File: config.mk
export PLATFORM = sky130hd
export DESIGN_NAME = id_stage_hs
export DESIGN_NICKNAME = d
export VERILOG_FILES = /design/src/rtl/id_stage_hs.sv
export SDC_FILE = /design/constraint.sdc
export NUM_CORES = 2
export LEC_CHECK = 0
export BUFFER_PORTS_ARGS = -buffer_cell sky130_fd_sc_hd__buf_2
export CAP_MARGIN = 25
export CORE_UTILIZATION = 40
export DETAILED_ROUTE_END_ITERATION = 6
export HOLD_SLACK_MARGIN = 0.05
export PLACE_DENSITY = 0.64
export SETUP_SLACK_MARGIN = 0.4
export SLEW_MARGIN = 20
export SYNTH_ARGS = -nofsm -noshare
export SYNTH_HDL_FRONTEND = slang
export SYNTH_SLANG_ARGS = --single-unit
File: constraint.sdc
create_clock -name clk -period 4.5 [get_ports clk]
set_input_delay 0.45 -clock clk [delete_from_list [all_inputs] [get_ports clk]]
set_output_delay 0.45 -clock clk [all_outputs]
set_load 0.01 [all_outputs]
File: src/rtl/id_stage_hs.sv
// MIPS instruction-decode stage: register file, decode, valid/ready handshake,
// load-use stall and branch/jump targets. Define ID_BYPASS_EN for write-back forwarding.
module id_stage_hs #(
  parameter int DATA_W  = 32,
  parameter int REG_NUM = 32
) (
  input  logic              clk,
  input  logic              rst_n,
  input  logic              if_valid,
  output logic              if_ready,
  input  logic [31:0]       ir,
  input  logic [DATA_W-1:0] pc,
  input  logic              wb_we,
  input  logic [4:0]        wb_rd,
  input  logic [DATA_W-1:0] wb_data,
  input  logic              ex_ready,
  output logic              id_valid,
  output logic [DATA_W-1:0] a,
  output logic [DATA_W-1:0] b,
  output logic [DATA_W-1:0] st_data,
  output logic [4:0]        rd,
  output logic [2:0]        aluctr,
  output logic              mem_rd,
  output logic              mem_wr,
  output logic              reg_wr,
  output logic              branch,
  output logic              jump,
  output logic              illegal,
  output logic [DATA_W-1:0] br_target,
  output logic [DATA_W-1:0] j_target
);

  localparam int          IDX_W     = (REG_NUM > 1) ? $clog2(REG_NUM) : 1;
  localparam int unsigned REG_NUM_U = REG_NUM;

  localparam logic [5:0] OP_RTYPE = 6'd0;
  localparam logic [5:0] OP_J     = 6'd2;
  localparam logic [5:0] OP_BEQ   = 6'd4;
  localparam logic [5:0] OP_ADDI  = 6'd8;
  localparam logic [5:0] OP_LW    = 6'd35;
  localparam logic [5:0] OP_SW    = 6'd43;

  localparam logic [5:0] FN_ADD = 6'd32;
  localparam logic [5:0] FN_SUB = 6'd34;
  localparam logic [5:0] FN_AND = 6'd36;
  localparam logic [5:0] FN_OR  = 6'd37;
  localparam logic [5:0] FN_SLT = 6'd42;

  logic [DATA_W-1:0] r_regs [REG_NUM];

  logic              r_valid;
  logic [DATA_W-1:0] r_a;
  logic [DATA_W-1:0] r_b;
  logic [DATA_W-1:0] r_st;
  logic [4:0]        r_rd;
  logic [2:0]        r_aluctr;
  logic              r_mem_rd;
  logic              r_mem_wr;
  logic              r_reg_wr;
  logic              r_branch;
  logic              r_jump;
  logic              r_illegal;
  logic [DATA_W-1:0] r_br_target;
  logic [DATA_W-1:0] r_j_target;

  logic [5:0]        w_op;
  logic [5:0]        w_funct;
  logic [4:0]        w_rs;
  logic [4:0]        w_rt;
  logic [DATA_W-1:0] w_sext;
  logic [DATA_W-1:0] w_pc4;
  logic [DATA_W-1:0] w_rs_raw;
  logic [DATA_W-1:0] w_rt_raw;
  logic              w_fwd_rs;
  logic              w_fwd_rt;
  logic [DATA_W-1:0] w_rs_val;
  logic [DATA_W-1:0] w_rt_val;
  logic              w_use_imm;
  logic              w_uses_rt;
  logic [4:0]        w_rd;
  logic [2:0]        w_aluctr;
  logic              w_mem_rd;
  logic              w_mem_wr;
  logic              w_reg_wr;
  logic              w_branch;
  logic              w_jump;
  logic              w_illegal;
  logic              w_stall;
  logic              w_accept;
  logic              w_unused;

  assign w_op     = ir[31:26];
  assign w_funct  = ir[5:0];
  assign w_rs     = ir[25:21];
  assign w_rt     = ir[20:16];
  assign w_sext   = {{(DATA_W-16){ir[15]}}, ir[15:0]};
  assign w_pc4    = pc + DATA_W'(4);
  assign w_unused = &{1'b0, ir[10:6]};

  // Register 0 and indices beyond the implemented file always read as zero.
  always_comb begin
    w_rs_raw = '0;
    w_rt_raw = '0;
    if (w_rs != 5'd0 && 32'(w_rs) < REG_NUM_U) w_rs_raw = r_regs[w_rs[IDX_W-1:0]];
    if (w_rt != 5'd0 && 32'(w_rt) < REG_NUM_U) w_rt_raw = r_regs[w_rt[IDX_W-1:0]];
  end

`ifdef ID_BYPASS_EN
  assign w_fwd_rs = wb_we && (wb_rd != 5'd0) && (wb_rd == w_rs);
  assign w_fwd_rt = wb_we && (wb_rd != 5'd0) && (wb_rd == w_rt);
`else
  assign w_fwd_rs = 1'b0;
  assign w_fwd_rt = 1'b0;
`endif

  assign w_rs_val = w_fwd_rs ? wb_data : w_rs_raw;
  assign w_rt_val = w_fwd_rt ? wb_data : w_rt_raw;

  always_comb begin
    w_use_imm = 1'b0;
    w_uses_rt = 1'b0;
    w_rd      = 5'd0;
    w_aluctr  = 3'd0;
    w_mem_rd  = 1'b0;
    w_mem_wr  = 1'b0;
    w_reg_wr  = 1'b0;
    w_branch  = 1'b0;
    w_jump    = 1'b0;
    w_illegal = 1'b0;
    case (w_op)
      OP_RTYPE: begin
        w_uses_rt = 1'b1;
        case (w_funct)
          FN_ADD:  w_aluctr = 3'd0;
          FN_SUB:  w_aluctr = 3'd1;
          FN_SLT:  w_aluctr = 3'd2;
          FN_AND:  w_aluctr = 3'd3;
          FN_OR:   w_aluctr = 3'd4;
          default: w_illegal = 1'b1;
        endcase
        if (!w_illegal) begin
          w_rd     = ir[15:11];
          w_reg_wr = (ir[15:11] != 5'd0);
        end
      end
      OP_ADDI: begin
        w_use_imm = 1'b1;
        w_rd      = w_rt;
        w_reg_wr  = 1'b1;
      end
      OP_LW: begin
        w_use_imm = 1'b1;
        w_rd      = w_rt;
        w_mem_rd  = 1'b1;
        w_reg_wr  = 1'b1;
      end
      OP_SW: begin
        w_use_imm = 1'b1;
        w_uses_rt = 1'b1;
        w_mem_wr  = 1'b1;
      end
      OP_BEQ: begin
        w_uses_rt = 1'b1;
        w_aluctr  = 3'd1;
        w_branch  = 1'b1;
      end
      OP_J:    w_jump = 1'b1;
      default: w_illegal = 1'b1;
    endcase
  end

  // A load in the output register blocks any instruction that reads its destination.
  assign w_stall  = r_valid && r_mem_rd && (r_rd != 5'd0) &&
                    ((w_rs == r_rd) || (w_uses_rt && (w_rt == r_rd)));
  assign if_ready = !w_stall && (!r_valid || ex_ready);
  assign w_accept = if_valid && if_ready;

  always_ff @(posedge clk or negedge rst_n) begin
    if (!rst_n) begin
      for (int i = 0; i < REG_NUM; i++) r_regs[i] <= '0;
    end else if (wb_we && (wb_rd != 5'd0) && (32'(wb_rd) < REG_NUM_U)) begin
      r_regs[wb_rd[IDX_W-1:0]] <= wb_data;
    end
  end

  always_ff @(posedge clk or negedge rst_n) begin
    if (!rst_n) begin
      r_valid     <= 1'b0;
      r_a         <= '0;
      r_b         <= '0;
      r_st        <= '0;
      r_rd        <= 5'd0;
      r_aluctr    <= 3'd0;
      r_mem_rd    <= 1'b0;
      r_mem_wr    <= 1'b0;
      r_reg_wr    <= 1'b0;
      r_branch    <= 1'b0;
      r_jump      <= 1'b0;
      r_illegal   <= 1'b0;
      r_br_target <= '0;
      r_j_target  <= '0;
    end else if (w_accept) begin
      r_valid     <= 1'b1;
      r_a         <= w_rs_val;
      r_b         <= w_use_imm ? w_sext : w_rt_val;
      r_st        <= w_rt_val;
      r_rd        <= w_rd;
      r_aluctr    <= w_aluctr;
      r_mem_rd    <= w_mem_rd;
      r_mem_wr    <= w_mem_wr;
      r_reg_wr    <= w_reg_wr;
      r_branch    <= w_branch;
      r_jump      <= w_jump;
      r_illegal   <= w_illegal;
      r_br_target <= w_pc4 + (w_sext << 2);
      r_j_target  <= {w_pc4[DATA_W-1:28], ir[25:0], 2'b00};
    end else if (r_valid && ex_ready) begin
      r_valid <= 1'b0;
    end
  end

  assign id_valid  = r_valid;
  assign a         = r_a;
  assign b         = r_b;
  assign st_data   = r_st;
  assign rd        = r_rd;
  assign aluctr    = r_aluctr;
  assign mem_rd    = r_mem_rd;
  assign mem_wr    = r_mem_wr;
  assign reg_wr    = r_reg_wr;
  assign branch    = r_branch;
  assign jump      = r_jump;
  assign illegal   = r_illegal;
  assign br_target = r_br_target;
  assign j_target  = r_j_target;

endmodule

==> reports/qor.yml <==
rsz0062_at_grt: "no"
finalSetupTns_ps: 0
status: "complete, no violations"
ys_types: 65
gp_congestion: 0.8764
setup_violations: 0
num-fill-cells: 13710
fin_nets: 4530
fmax_mhz: 318.9
power_density_nw_per_um2: 451.8
coreArea_um2: 156400
async_reset_ff_share_pct: 100.0
worst_slew_pin_slew_ps: 1120
hpwl_um: 116000
via_count: 39850
grt_pass1_vias: 40770
cp_max_fo: 49
dr.pass1.iters: 7
antenna_left: 0
htree_num_levels: 4
ys_top_cells_by_count: "dfrtp_1, mux2_2, mux4_2, clkbuf_1, nand2_1"
utilization_pct: 45.71
clockBufferDepth: 3
syn_inst: 4251
synth_top_area_share_pct: 47.52
cp.required_ps: 5210
ys_seq_area_share_pct: 47.52
dieHeight_um: 399.0
synth-seq-cells: 1197
cts_tree: "yes"
cp-end-kind: "register"
finalHoldViolCount: 0
p_leak_uw: 0.03118
syn_area_per_cell_um2: 14.83
slew_headroom_pct: 25.34
wl_per_cell_um: 29.29
grt_pass1_wl_um: 284300
grt_overflow: 0
die_x_um: 399.0
hold_class: "in2reg"
track_usage_pct: 24.36
clkSinkCount: 1197
synth_edf_count: 0
ir_worst_vdd_v: 0.0004094
cts_made_buffers: 131
viasPerCell: 6.081
worstPathArrival_ps: 3840
routed_wl_um: 191900
ys.warnings.count: 0
min_from: "ir[1]"
critPathLaunch: "ir[27]"
io_buffers: 279
synth.area.top_cells: "dfrtp_1, mux4_2, mux2_2"
worstSetupPathType: "in2reg"
drive_gt1_share_pct: 50.55
period_share_pct: 69.69
final_max_slew_viol_count: 0
start_util_pct: 40.30
syn2layout_area_growth_pct: 13.42
antenna_found_initial: 25
r2r-start: "rd[4]$_DFFE_PN0P_"
fin_crit_ps: 3136
drc: 0
power_uw: 32300
clk_latency_ps: 780
syn_area_um2: 63030
ys.flop_type: "dfrtp_1"
maxCapViolations: 0
io_pins: 282
startpoint_type: "input pin"
grt_max_degree: 122
clk_pin_slew_ps: 60
synth_top_cell_by_area: "dfrtp_1"
drt_iter0_drc: 3601
die_area_um2: 159200
skew_ps: 22.72
yosysMostFrequentCell: "dfrtp_1"
fp-row-count: 145
cts_root_buffer: "clkbuf_16"
-- critical path: stages --
cell and delay [ps]:
dlygate4sd3_1 570, buf_2 170, or4_1 560, o21ai_1 140, nand3_2 120, a31oi_4 480, buf_4 530, nand2_1 110
o41ai_1 90, dlygate4sd3_1 600
-- path summary, 6_finish.rpt --
path,to,slack (ps),depth (start not counted)
min,j_target[3]$_DFFE_PN0P_,100,2
max,jump$_DFFE_PN0P_,1360,10
max in group asynchronous,r_regs[364]$_DFFE_PN0P_,2990,3
min in group asynchronous,j_target[16]$_DFFE_PN0P_,260,2
min reg2reg,r_regs[998]$_DFFE_PN0P_,390,0
max reg2reg,jump$_DFFE_PN0P_,1410,8
-- sequential cells by signal (all words and copies together) (netlist names) --
| name | count |
|---|---|
| jump | 1 |
| br_target | 32 |
| b | 32 |
| r_regs | 1024 |
| reg_wr | 1 |
| id_valid | 1 |
| mem_wr | 1 |
| rd | 5 |
| st_data | 32 |
| branch | 1 |
| j_target | 30 |
| a | 32 |
| illegal | 1 |
| mem_rd | 1 |
| aluctr | 3 |
-- final cells by class --
type                            count  area, um2  share of cell area [%]
Clock inverter                     48      504.2                  0.7053
Sequential cell                  1197      29950                   41.90
Clock buffer                      188       3847                   5.382
Multi-Input combinational cell   2604      31260                   43.73
Antenna cell                        6      15.01                 0.02100
Timing Repair Buffer              433       3258                   4.558
Tap cell                         2058       2575                   3.602
Inverter                           19      71.32                 0.09976
-- report_power, final --
part,switching (uW),internal [uW]
clock,4590,6380
sequential,1450,12900
combinational,3020,3990
-- logic make-up after synthesis --
group                    share of synthesized area (%)
XOR/XNOR                                        0.8992
flip-flops                                       47.52
adder cells (fa/ha/maj)                         0.7662
other                                         0.005949
multiplexers                                     41.54
buffers and inverters                            3.246
AND/OR/NAND/NOR                                  2.823
AO/OA/AOI/OAI                                    3.200
-- placed cells by master, fill, tap and decap left out, drive strengths merged, types with 27 or more instances in the layout --
cell type / n
xor2: 27
o21ai: 160
inv: 27
dfrtp: 1197
mux2: 1026
ha: 37
mux4: 582
a21oi: 53
o22ai: 51
xnor2: 35
mux2i: 152
nand2: 220
buf: 410
clkinv: 29
nor2: 65
clkbuf: 189
-- what timing repair did --
item / CTS / global route
hold buffers: 22 / 0
endpoints found under the hold margin: 119 / 0
gates resized for setup: 0 / 0
buffers inserted: 0 / 0
-- metal layers --
| metal | global-route usage (%) | wire length (um) | share of wire [%] | up-vias |
|---|---|---|---|---|
| li1 | - | - | - | 16500 |
| met1 | 33.79 | 82010 | 43 | 21580 |
| met2 | 38.31 | 90070 | 47 | 1418 |
| met3 | 5.143 | 14060 | 7.3 | 335 |
| met4 | 7.540 | 5670 | 3.0 | 18 |
| met5 | 0 | 94 | 0.049 | - |
-- stage by stage --
| step | hold WS, ps | std cells | cell area, um2 | worst slack, ps |
|---|---|---|---|---|
| 2_1_floorplan | 154.4 | 4252 | 63040 | 1149 |
| 3_3_place_gp | 376.6 | 6288 | 66880 | 653.3 |
| 3_5_place_dp | 382.1 | 6289 | 66900 | 715.9 |
| 4_1_cts | 53.18 | 6547 | 71470 | 1300 |
| 5_1_grt | 87.26 | 6548 | 71480 | 1115 |
| 6_report | 95.44 | 6553 | 71490 | 1364 |
No activity file was read; power rests on OpenSTA's default activity.
